`src/rtl/tt_um_emern_scene_loader.sv`:
```
// SPI-slave scene register file feeding the pixel core with polygon, color and enable data.
// Define SCENE_LOADER_DBUF_EN for shadow/active double buffering with frame-aligned commit.
module tt_um_emern_scene_loader (
  input  logic        clk,
  input  logic        rst_n,
  input  logic        spi_sclk,
  input  logic        spi_cs_n,
  input  logic        spi_mosi,
  input  logic        frame_start,
  output logic [1:0]  cmp_en,
  output logic [5:0]  background_color,
  output logic [11:0] poly_color,
  output logic [13:0] v0_x,
  output logic [13:0] v1_x,
  output logic [13:0] v2_x,
  output logic [11:0] v0_y,
  output logic [11:0] v1_y,
  output logic [11:0] v2_y,
  output logic [5:0]  poly_depth,
  output logic        commit_pending
);

  localparam logic [2:0] ST_IDLE   = 3'd0;
  localparam logic [2:0] ST_CMD    = 3'd1;
  localparam logic [2:0] ST_POLY   = 3'd2;
  localparam logic [2:0] ST_CTRL   = 3'd3;
  localparam logic [2:0] ST_IGNORE = 3'd4;

  logic [1:0]  sclk_sync, cs_sync, mosi_sync;
  logic        sclk_prev, cs_prev;
  logic [2:0]  state;
  logic [2:0]  bit_cnt;
  logic [2:0]  byte_cnt;
  logic [6:0]  shift;
  logic [39:0] stage;
  logic        poly_sel;

  // NOTE: the cs_n synchronizer resets low, so cs_n must be seen high before a
  // falling edge can open a transfer; a reset mid-transfer drops that transfer.
  always_ff @(posedge clk) begin
    if (!rst_n) begin
      sclk_sync <= '0;
      cs_sync   <= '0;
      mosi_sync <= '0;
      sclk_prev <= 1'b0;
      cs_prev   <= 1'b0;
    end else begin
      sclk_sync <= {sclk_sync[0], spi_sclk};
      cs_sync   <= {cs_sync[0], spi_cs_n};
      mosi_sync <= {mosi_sync[0], spi_mosi};
      sclk_prev <= sclk_sync[1];
      cs_prev   <= cs_sync[1];
    end
  end

  logic        cs_n_s, sclk_rise, cs_fall, byte_done;
  logic [7:0]  byte_val;
  logic [47:0] record;
  logic        poly_wr, ctrl_wr;

  assign cs_n_s    = cs_sync[1];
  assign sclk_rise = sclk_sync[1] & ~sclk_prev;
  assign cs_fall   = cs_prev & ~cs_n_s;
  assign byte_done = sclk_rise && (bit_cnt == 3'd7) && !cs_n_s && (state != ST_IDLE);
  assign byte_val  = {shift, mosi_sync[1]};
  assign record    = {stage, byte_val};
  assign poly_wr   = byte_done && (state == ST_POLY) && (byte_cnt == 3'd5);
  assign ctrl_wr   = byte_done && (state == ST_CTRL);

  always_ff @(posedge clk) begin
    if (!rst_n) begin
      state    <= ST_IDLE;
      bit_cnt  <= '0;
      byte_cnt <= '0;
      shift    <= '0;
      stage    <= '0;
      poly_sel <= 1'b0;
    end else if (cs_n_s) begin
      state <= ST_IDLE;
    end else if (cs_fall) begin
      state    <= ST_CMD;
      bit_cnt  <= '0;
      byte_cnt <= '0;
    end else if (state != ST_IDLE && sclk_rise) begin
      shift   <= {shift[5:0], mosi_sync[1]};
      bit_cnt <= bit_cnt + 3'd1;
      if (bit_cnt == 3'd7) begin
        case (state)
          ST_CMD: begin
            case (byte_val)
              8'h80:   begin state <= ST_POLY; poly_sel <= 1'b0; end
              8'h81:   begin state <= ST_POLY; poly_sel <= 1'b1; end
              8'h40:   state <= ST_CTRL;
              default: state <= ST_IGNORE;
            endcase
          end
          ST_POLY: begin
            stage    <= {stage[31:0], byte_val};
            byte_cnt <= byte_cnt + 3'd1;
            if (byte_cnt == 3'd5) state <= ST_IGNORE;
          end
          ST_CTRL: state <= ST_IGNORE;
          default: state <= ST_IGNORE;
        endcase
      end
    end
  end

  // Write-target registers: the shadow copy when double buffered, else the outputs.
  logic [1:0]  sc_cmp_en;
  logic [5:0]  sc_bg;
  logic [11:0] sc_color;
  logic [13:0] sc_v0_x, sc_v1_x, sc_v2_x;
  logic [11:0] sc_v0_y, sc_v1_y, sc_v2_y;
  logic [5:0]  sc_depth;

  always_ff @(posedge clk) begin
    if (!rst_n) begin
      sc_cmp_en <= '0;
      sc_bg     <= '0;
      sc_color  <= '0;
      sc_v0_x   <= '0;
      sc_v1_x   <= '0;
      sc_v2_x   <= '0;
      sc_v0_y   <= '0;
      sc_v1_y   <= '0;
      sc_v2_y   <= '0;
      sc_depth  <= '0;
    end else begin
      if (poly_wr) begin
        if (poly_sel) begin
          sc_v0_x[13:7]    <= record[47:41];
          sc_v0_y[11:6]    <= record[40:35];
          sc_v1_x[13:7]    <= record[34:28];
          sc_v1_y[11:6]    <= record[27:22];
          sc_v2_x[13:7]    <= record[21:15];
          sc_v2_y[11:6]    <= record[14:9];
          sc_color[11:6]   <= record[8:3];
          sc_depth[2:0]    <= record[2:0];
        end else begin
          sc_v0_x[6:0]     <= record[47:41];
          sc_v0_y[5:0]     <= record[40:35];
          sc_v1_x[6:0]     <= record[34:28];
          sc_v1_y[5:0]     <= record[27:22];
          sc_v2_x[6:0]     <= record[21:15];
          sc_v2_y[5:0]     <= record[14:9];
          sc_color[5:0]    <= record[8:3];
          sc_depth[5:3]    <= record[2:0];
        end
      end
      if (ctrl_wr) begin
        sc_cmp_en <= byte_val[7:6];
        sc_bg     <= byte_val[5:0];
      end
    end
  end

`ifdef SCENE_LOADER_DBUF_EN
  logic commit_req;
  assign commit_req = byte_done && (state == ST_CMD) && (byte_val == 8'hC0);

  // The swap reads the shadow before any same-cycle write lands; a request
  // arriving with frame_start only arms the next frame.
  always_ff @(posedge clk) begin
    if (!rst_n) begin
      cmp_en           <= '0;
      background_color <= '0;
      poly_color       <= '0;
      v0_x             <= '0;
      v1_x             <= '0;
      v2_x             <= '0;
      v0_y             <= '0;
      v1_y             <= '0;
      v2_y             <= '0;
      poly_depth       <= '0;
      commit_pending   <= 1'b0;
    end else begin
      if (frame_start && commit_pending) begin
        cmp_en           <= sc_cmp_en;
        background_color <= sc_bg;
        poly_color       <= sc_color;
        v0_x             <= sc_v0_x;
        v1_x             <= sc_v1_x;
        v2_x             <= sc_v2_x;
        v0_y             <= sc_v0_y;
        v1_y             <= sc_v1_y;
        v2_y             <= sc_v2_y;
        poly_depth       <= sc_depth;
        commit_pending   <= 1'b0;
      end
      if (commit_req) commit_pending <= 1'b1;
    end
  end
`else
  logic unused_frame_start;
  assign unused_frame_start = frame_start;

  assign cmp_en           = sc_cmp_en;
  assign background_color = sc_bg;
  assign poly_color       = sc_color;
  assign v0_x             = sc_v0_x;
  assign v1_x             = sc_v1_x;
  assign v2_x             = sc_v2_x;
  assign v0_y             = sc_v0_y;
  assign v1_y             = sc_v1_y;
  assign v2_y             = sc_v2_y;
  assign poly_depth       = sc_depth;
  assign commit_pending   = 1'b0;
`endif

endmodule

```
`config.mk`:
```
export PLATFORM = sky130hd
export DESIGN_NAME = tt_um_emern_scene_loader
export DESIGN_NICKNAME = d
export VERILOG_FILES = /design/src/rtl/tt_um_emern_scene_loader.sv
export SDC_FILE = /design/constraint.sdc
export NUM_CORES = 1
export LEC_CHECK = 0
export BUFFER_PORTS_ARGS = -buffer_cell sky130_fd_sc_hd__buf_2
export CAP_MARGIN = 20
export CORE_ASPECT_RATIO = 1.4
export CORE_MARGIN = 4
export CORE_UTILIZATION = 59
export CTS_CLUSTER_DIAMETER = 120
export CTS_CLUSTER_SIZE = 12
export DETAILED_ROUTE_END_ITERATION = 10
export GPL_ROUTABILITY_DRIVEN = 1
export PLACE_DENSITY = 0.86
export SLEW_MARGIN = 10
export SYNTH_ARGS = -nofsm -noshare
export SYNTH_HDL_FRONTEND = slang
export SYNTH_SLANG_ARGS = --single-unit
```
`constraint.sdc`:
```
create_clock -name clk -period 2.85 [get_ports clk]
set_input_delay 0 -clock clk [delete_from_list [all_inputs] [get_ports clk]]
set_output_delay 0 -clock clk [all_outputs]
set_load 0.01 [all_outputs]
```
; ---- Word level (Yosys, flattened, before mapping)
; Cells that the tools add are included.
[op_classes]
add_sub_neg = 2
n_eq_ne = 10
muxes = 13
n_bitwise = 7
reduce_logical = 25
[op_table]
columns = op, count
row1 = $mux W3, 7
row2 = $eq A8 B8 Y1 const B, 2
row3 = $pmux W3 S2, 2
row4 = $reduce_and A3 Y1, 3
row5 = $eq A8 B7 Y1 const B, 1
row6 = $reduce_bool A2 Y1, 4
row7 = $logic_and A1 B1 Y1, 7
row8 = $add A3 B1 Y3 const B, 2
row9 = $eq A3 B2 Y1 const B, 2
row10 = $eq A3 B3 Y1 const B, 2
row11 = $reduce_and A2 Y1, 3
row12 = $reduce_and A6 Y1, 1
row13 = $not A1 Y1, 5
row14 = $reduce_and A5 Y1, 1
row15 = $reduce_and A4 Y1, 1
row16 = $reduce_or A2 Y1, 2
row17 = $eq A3 B1 Y1 const B, 1
row18 = $mux W1, 3
row19 = $ne A3 B2 Y1 const B, 1
row20 = $reduce_bool A3 Y1, 1
row21 = $reduce_or A3 Y1, 1
row22 = $and A1 B1 Y1, 2
row23 = $ne A2 B1 Y1 const B, 1
row24 = $pmux W1 S2, 1
row25 = $logic_not A1 Y1, 1
[word_totals]
ff_bits = 169
input_bits = 6
elab_cells = 87

; ---- Logic depth before layout (Yosys ltp)
; Gate-level depths: netlist (run 1).
[logic_depth]
word_depth = 8
depth_mapped = 8

; ---- Worst setup path before layout (run 1)
; Ideal clock, no wire load.
[synth_path]
path_type = register to register
startpoint = reg bit_cnt[0]
endpoint = reg sc_color[6] (netlist: poly_color[6])
setup_ns = 0.074
t_arrival_ns = 1.671
t_required_ns = 2.776
path_slack_ns = 1.105
stages_incl_launch_ff = 9
n_path_buf = 2
cell_sequence = dfxtp_1 > ha_1 > ha_1 > and3b_1 > nand4_1 > clkbuf_1 > buf_2 > nand3_1 > o21ai_0
[synth_between]
elab_chain_len = 7
[synth_rtl]
columns = item, line
row1 = from (decl), 32  ; logic [2:0] bit_cnt;
row2 = from (signal assigned), 86  ; bit_cnt <= bit_cnt + 3'd1;
row3 = $eq A3 B3 Y1, 64  ; assign byte_done = sclk_rise && (bit_cnt == 3'd7) && !cs_n_s && (state != ST_IDLE);
row4 = $logic_and A1 B1 Y1 (3 in series), 64
row5 = $logic_and A1 B1 Y1 (2 in series), 67  ; assign poly_wr = byte_done && (state == ST_POLY) && (byte_cnt == 3'd5);
row6 = $reduce_and A2 Y1 (no line), -
row7 = to (signal assigned), 138  ; sc_color[11:6] <= record[8:3];
row8 = to (decl), 112  ; logic [11:0] sc_color;
; Every way passes these cells.
; A chain may end at the register's enable or synchronous reset.

; ---- Final worst setup path (run 1)
[layout_path]
startpoint = reg bit_cnt[0]
endpoint = reg stage[23]
[layout_between]
elab_chain_len = 2
[layout_rtl]
columns = item, line
row1 = $eq A3 B3 Y1, 87  ; if (bit_cnt == 3'd7) begin
row2 = $reduce_and A5 Y1 (no line), -
row3 = to (signal assigned), 98  ; stage <= {stage[31:0], byte_val};
row4 = to (decl), 35  ; logic [39:0] stage;
; Every way passes these cells.

==> qor.yml, run 1 <==
status: "finished, final reports clean"
drtIter0Drc: 449
rsz0062_at_grt: "false"
diodes: 0
clkTransAtPathRegs_ns: 0.06
die_area_um2: 11600
avgSynthCellArea_um2: 9.09
ys_warn_count: 0
place_area_um2: 6440
cp.arrival_ns: 2.53
dieHeight_um: 126
place.port_buffers: 108
synthMuxAreaShare_pct: 2.73
yosysMostFrequentCell: "dfxtp_1"
cp-end-kind: "flip-flop"
syn2layout_area_growth_pct: 19.9
fin_area_um2: 7020
fmax_ghz: 0.456
gp_congestion: 0.887
cp_max_fo: 29
drcViolationCount: 0
hold_viol: 0
grt_max_degree: 137
ys_seq_elements: 169
setup_viol: 0
synth_top_family_by_area: "simple AND/OR/NAND/NOR gates"
finalCritPeriodShare_pct: 77.0
clk_path_buf_depth: 2
synth_enable_flop_cells: 0
min_path_type: "primary input to flip-flop"
numClockSinks: 169
syn_nets: 655
synthDistinctLibCells: 35
dieWidth_um: 92.2
overflow: 0
drv_slew: 0
ys_seq_area_share_pct: 57.7
cts_inserted_buffers: 17
worstPathRequired_ns: 3.19
dp_hpwl_mm: 9.29
critPathLaunchType: "flip-flop"
wl_per_cell_um: 16.0
cts_tree: "built"
yosys-top-cells-count: "dfxtp_1 (169), nand3_1 (138), o21ai_0 (137)"
synth-async-reset-ratio_pct: 0
drive_above_1_share_pct: 20.8
cts-resized-gates: 0
clock_skew_ns: 0.00771
cts_max_level: 4
wl_mm: 14.0
via_per_inst: 5.70
synth_flop_cell: "dfxtp_1"
first_pass_iters: 7
grt_pass1_vias: 4724
fin_setup_tns_ns: 0
core_um2: 9560
vias: 4982
nets: 739
antenna_found_initial: 0
max-slew-margin-rel_pct: 42.3
synth_top_area_share_pct: 57.7
initial_core_util_pct: 61.3
worst_pin_slew_ns: 0.866
io_pins: 111
synth_fa_ha_area_share_pct: 0.854
irDropWorstVdd_mv: 0.528
yosys-top-cells-area: "dfxtp_1 (58%), nand3_1 (12%), o21ai_0 (12%)"
drtAntennaViolNets: 0
grt_pass1_wl_mm: 22.6
syn_inst: 645
drv_cap: 0
synth-xor-area-share_pct: 0.299
power.density_nw_per_um2: 646
synth_compound_area_share_pct: 12.8
period_needed_ns: 2.19
groute.usage.overall_pct: 24.3
synthSimpleGateAreaFrac_pct: 21.5
critPathKind: "flip-flop to flip-flop"
fillCellCount: 711
cts-root-buf: "clkbuf_16"
whs_ns: 0.182
yosysTopAreaCell: "dfxtp_1"
leakagePower_nw: 2.84
synth_area_um2: 5860
fp-row-count: 42
clk_latency_ns: 0.43
## critical path, cell delays in order (launching register included)
cell     delay (ns)
dfxtp_1        0.35
ha_1           0.17
ha_1           0.18
and3b_1        0.25
and4_2         0.56
buf_4          0.33
nand3_1        0.11
o21ai_0        0.14
## placed cells by master (no fill, tap or decap), types with 2 or more instances in the layout
cell and n:
clkinv_4 6, o22ai_1 3, nand2b_1 4, clkinvlp_4 5
dfxtp_1 169, buf_2 107, buf_12 2, and3b_1 2
and2_1 8, nand4_1 4, nor2b_1 18, nand2_1 55
o21ai_0 137, nand3_1 138, dlygate4sd3_1 3, inv_1 2
a21oi_1 5, mux2i_1 16, nor2_1 7, and3_1 3
clkbuf_16 17, buf_4 7, ha_1 4, inv_6 2
## state kept, by name (all words and copies together), names as in the netlist, 3 cells and up
name and cells:
poly_color 12, v0_x 14, background_color 6, poly_depth 6
bit_cnt 3, stage 40, v2_y 12, v0_y 12
v2_x 14, v1_x 14, byte_cnt 3, shift 7
state 3, v1_y 12
## stage by stage
step | util [%] | setup WS, ns | total power, mW | std cells
6_report | 73.4 | 0.657 | 4.54 | 874
5_1_grt | 73.4 | 0.496 | 4.66 | 874
4_1_cts | 73.4 | 0.666 | 4.55 | 874
3_5_place_dp | 67.4 | 0.708 | 2.49 | 839
3_3_place_gp | 67.4 | 0.846 | 2.49 | 839
2_1_floorplan | - | 1.11 | 2.48 | 645
## metal layers
layer / global-route usage [%] / up-vias / wire length (µm)
met1: 25.7 / 2351 / 5210
met5: 0 / - / 0
met4: 12.3 / 0 / 495
met3: 5.97 / 35 / 672
li1: - / 2422 / -
met2: 44.1 / 174 / 7640
## cell families after synthesis
group	after synthesis
adder cells (fa/ha/maj)	4
multiplexers	16
XOR/XNOR	2
flip-flops	169
other	1
AND/OR/NAND/NOR	248
buffers and inverters	57
AO/OA/AOI/OAI	148
## layout make-up
| cell class | count | area, µm² | share of cell area [%] |
|---|---|---|---|
| Clock inverter | 15 | 124 | 1.76 |
| Clock buffer | 17 | 425 | 6.06 |
| Tap cell | 132 | 165 | 2.35 |
| Multi-Input combinational cell | 419 | 2250 | 32.0 |
| Timing Repair Buffer | 120 | 669 | 9.53 |
| Inverter | 2 | 7.51 | 0.107 |
| Sequential cell | 169 | 3380 | 48.2 |
## timing repair
action / CTS / global route
endpoints found under the hold margin: 3 / 0
hold buffers: 3 / 0
buffers inserted: 0 / 0
## path summary, 6_finish.rpt
kind | cells after the start | to | slack, ns | start
worst max-delay path | 7 | stage[23] | 0.66 | bit_cnt[0]
worst min-delay path | 3 | state[1] | 0.18 | rst_n
worst max register to register | 7 | stage[23] | 0.66 | bit_cnt[0]
worst min register to register | 1 | mosi_sync[1] | 0.43 | mosi_sync[0]
## power by group
part           switching [mW]  leakage, nW  internal, mW
registers             0.00447         1.36          2.37
logic                  0.0517         1.22        0.0197
clock network           0.968        0.254          1.13
total                    1.02         2.84          3.51
(Power assumes the default switching activity.)
==> run 2, diff against run 1 <==
--- a/config.mk
+++ b/config.mk
@@ -9,12 +9,12 @@
 export CAP_MARGIN = 20
 export CORE_ASPECT_RATIO = 1.4
 export CORE_MARGIN = 4
-export CORE_UTILIZATION = 59
+export CORE_UTILIZATION = 49
 export CTS_CLUSTER_DIAMETER = 120
 export CTS_CLUSTER_SIZE = 12
 export DETAILED_ROUTE_END_ITERATION = 10
 export GPL_ROUTABILITY_DRIVEN = 1
-export PLACE_DENSITY = 0.86
+export PLACE_DENSITY = 0.77
 export SLEW_MARGIN = 10
 export SYNTH_ARGS = -nofsm -noshare
 export SYNTH_HDL_FRONTEND = slang
==> constraint.sdc (replaced) <==
create_clock -name clk -period 2 [get_ports clk]
set_input_delay 0 -clock clk [delete_from_list [all_inputs] [get_ports clk]]
set_output_delay 0 -clock clk [all_outputs]
set_load 0.01 [all_outputs]
==> run 2 against run 1 <==
  * Critical path depth is the same
  * Clock skew is essentially flat
  * Total power grew 62%
  * First-iteration DRC count shrank 47%
  * Sequential share of layout area shrank 1.7 points
  * Clock power grew 83%
  * Worst hold slack lost 0.11 ns
  * Setup slack lost 0.49 ns
  * Sequential power grew 43%
  * Combinational power grew 50%
  * Count of clock-buffer cells in the layout grew 4
  * Cell count grew 2.3%
==> qor.yml, run 2 (synthesized netlist as in run 1, its figures left out) <==
worst_pin_slew_ns: 0.604  # was 0.866 ns
drtIter0Drc: 239  # was 449
largest_reg_flops: 40  # unchanged
clkTransAtPathRegs_ns: 0.06  # about the same
grt_max_degree: 86  # was 137
cts_inserted_buffers: 17  # unchanged
fin_setup_tns_ns: 0  # unchanged
fillCellCount: 988  # was 711
drv_slew: 0  # unchanged
grt_pass1_wl_mm: 21.4  # was 22.6 mm
drive_above_1_share_pct: 21.2  # was 20.8%
via_per_inst: 5.41  # was 5.70
period_needed_ns: 1.83  # was 2.19 ns
layout_commonest_cell: "dfxtp_1"  # unchanged
critPathKind: "flip-flop to flip-flop"  # unchanged
io_pins: 111  # unchanged
seqCellArea_um2: 3380  # unchanged
die_area_um2: 13800  # was 11,600 µm²
wl_per_cell_um: 15.3  # was 16.0 µm
drtAntennaViolNets: 0  # unchanged
syn2layout_area_growth_pct: 24.3  # was 19.9%
grt_pass1_vias: 4401  # was 4,724
critPathLaunchType: "flip-flop"  # unchanged
irDropWorstVdd_mv: 0.695  # was 0.528 mV
antenna_found_initial: 0  # unchanged
gp_congestion: 0.938  # was 0.887
cp-end-kind: "flip-flop"  # unchanged
drcViolationCount: 0  # unchanged
power.density_nw_per_um2: 1010  # was 646 nW/µm²
fmax_ghz: 0.545  # was 0.456 GHz
vias: 4837  # was 4,982
core_um2: 11800  # was 9560 µm²
max-slew-margin-rel_pct: 59.8  # was 42.3%
cp.arrival_ns: 2.16  # was 2.53 ns
groute.usage.overall_pct: 19.7  # was 24.3%
dieWidth_um: 100  # was 92.2 µm
nets: 744  # was 739
stdcell_count: 894  # was 874
post-place-cells: 859  # was 839
clk_path_buf_depth: 2  # unchanged
diodes: 0  # unchanged
cp_max_fo: 80  # was 29
top_register: "stage"  # unchanged
setup_viol: 0  # unchanged
fp-row-count: 47  # was 42
worstPathRequired_ns: 2.33  # was 3.19 ns
overflow: 0  # unchanged
first_pass_iters: 5  # was 7
initial_core_util_pct: 49.8  # was 61.3%
place.port_buffers: 108  # unchanged
final_cell_mix: "dfxtp_1 (169), nand3_1 (138), o21ai_0 (137)"  # unchanged
drv_cap: 0  # unchanged
dieHeight_um: 137  # was 126 µm
cts_tree: "built"  # unchanged
numClockSinks: 169  # unchanged
finalCritPeriodShare_pct: 91.7  # was 77.0%
cts-root-buf: "clkbuf_16"  # unchanged
clk_latency_ns: 0.42  # was 0.43 ns
cts_setup_buffers: 0  # unchanged
hold_viol: 0  # unchanged
wl_mm: 13.7  # was 14.0 mm
rsz0062_at_grt: "false"  # unchanged
min_path_type: "primary input to flip-flop"  # unchanged
multiInputGateArea_um2: 2250  # unchanged
status: "finished, final reports clean"  # unchanged
dp_hpwl_mm: 9.52  # was 9.29 mm
leakagePower_nw: 2.96  # was 2.84 nW
cts_max_level: 4  # unchanged
clock_skew_ns: 0.00734  # was 0.00771 ns
## run 2: metal layers
layer	global-route usage, %	routed length [µm]	up-vias	part of all wire (%)
li1	-	-	2430	-
met1	22.2	5400	2276	40
met2	35.1	7320	110	54
met5	0	0	-	0
met4	8.09	374	0	2.7
met3	5.12	581	21	4.2
## run 2: area by class of cell
type	count	share of cell area (%)
Clock buffer	21	6.46
Multi-Input combinational cell	419	30.9
Clock inverter	11	3.28
Inverter	2	0.103
Sequential cell	169	46.5
Tap cell	147	2.53
Timing Repair Buffer	125	10.3
## run 2: final timing paths
| path | start | to | slack (ns) | cells past startpoint |
|---|---|---|---|---|
| max | bit_cnt[0] | stage[28] | 0.17 | 7 |
| min | rst_n | state[0] | 0.07 | 3 |
| max reg2reg | bit_cnt[0] | stage[28] | 0.17 | 7 |
| min reg2reg | sclk_sync[0] | sclk_sync[1] | 0.44 | 1 |
## run 2: power by group
| part | switching [mW] | total [mW] | internal (mW) | leakage [nW] |
|---|---|---|---|---|
| logic | 0.0744 | 0.107 | 0.0329 | 1.26 |
| clock network | 1.28 | 3.85 | 2.57 | 0.340 |
| registers | 0.00596 | 3.38 | 3.37 | 1.36 |
| total | 1.36 | 7.34 | 5.98 | 2.96 |
## run 2: repair_timing
action,in CTS,in global routing
resized for setup,0,1
hold buffers,3,0
endpoints found under the hold margin,3,0
endpoints found under the setup margin,0,18
## run 2: critical path, stage by stage (launching register included)
cell	delay, ns
dfxtp_1	0.36
ha_1	0.17
ha_1	0.18
and3b_1	0.25
and4_2	0.28
buf_12	0.27
nand3_1	0.12
o21ai_0	0.11
## run 2: through the flow
| step | power (mW) | hold slack (ns) | worst slack (ns) | utilization [%] | cell area, µm² |
|---|---|---|---|---|---|
| floorplan | 3.53 | 0.127 | 0.255 | - | 5860 |
| global placement | 3.55 | 0.204 | 0.221 | 55.6 | 6540 |
| detailed placement | 3.56 | 0.211 | 0.0926 | 55.6 | 6540 |
| CTS | 7.40 | 0.0690 | 0.0778 | 61.9 | 7280 |
| global route | 7.53 | 0.113 | 0.0282 | 61.9 | 7280 |
| finish | 7.34 | 0.0700 | 0.165 | 61.9 | 7280 |
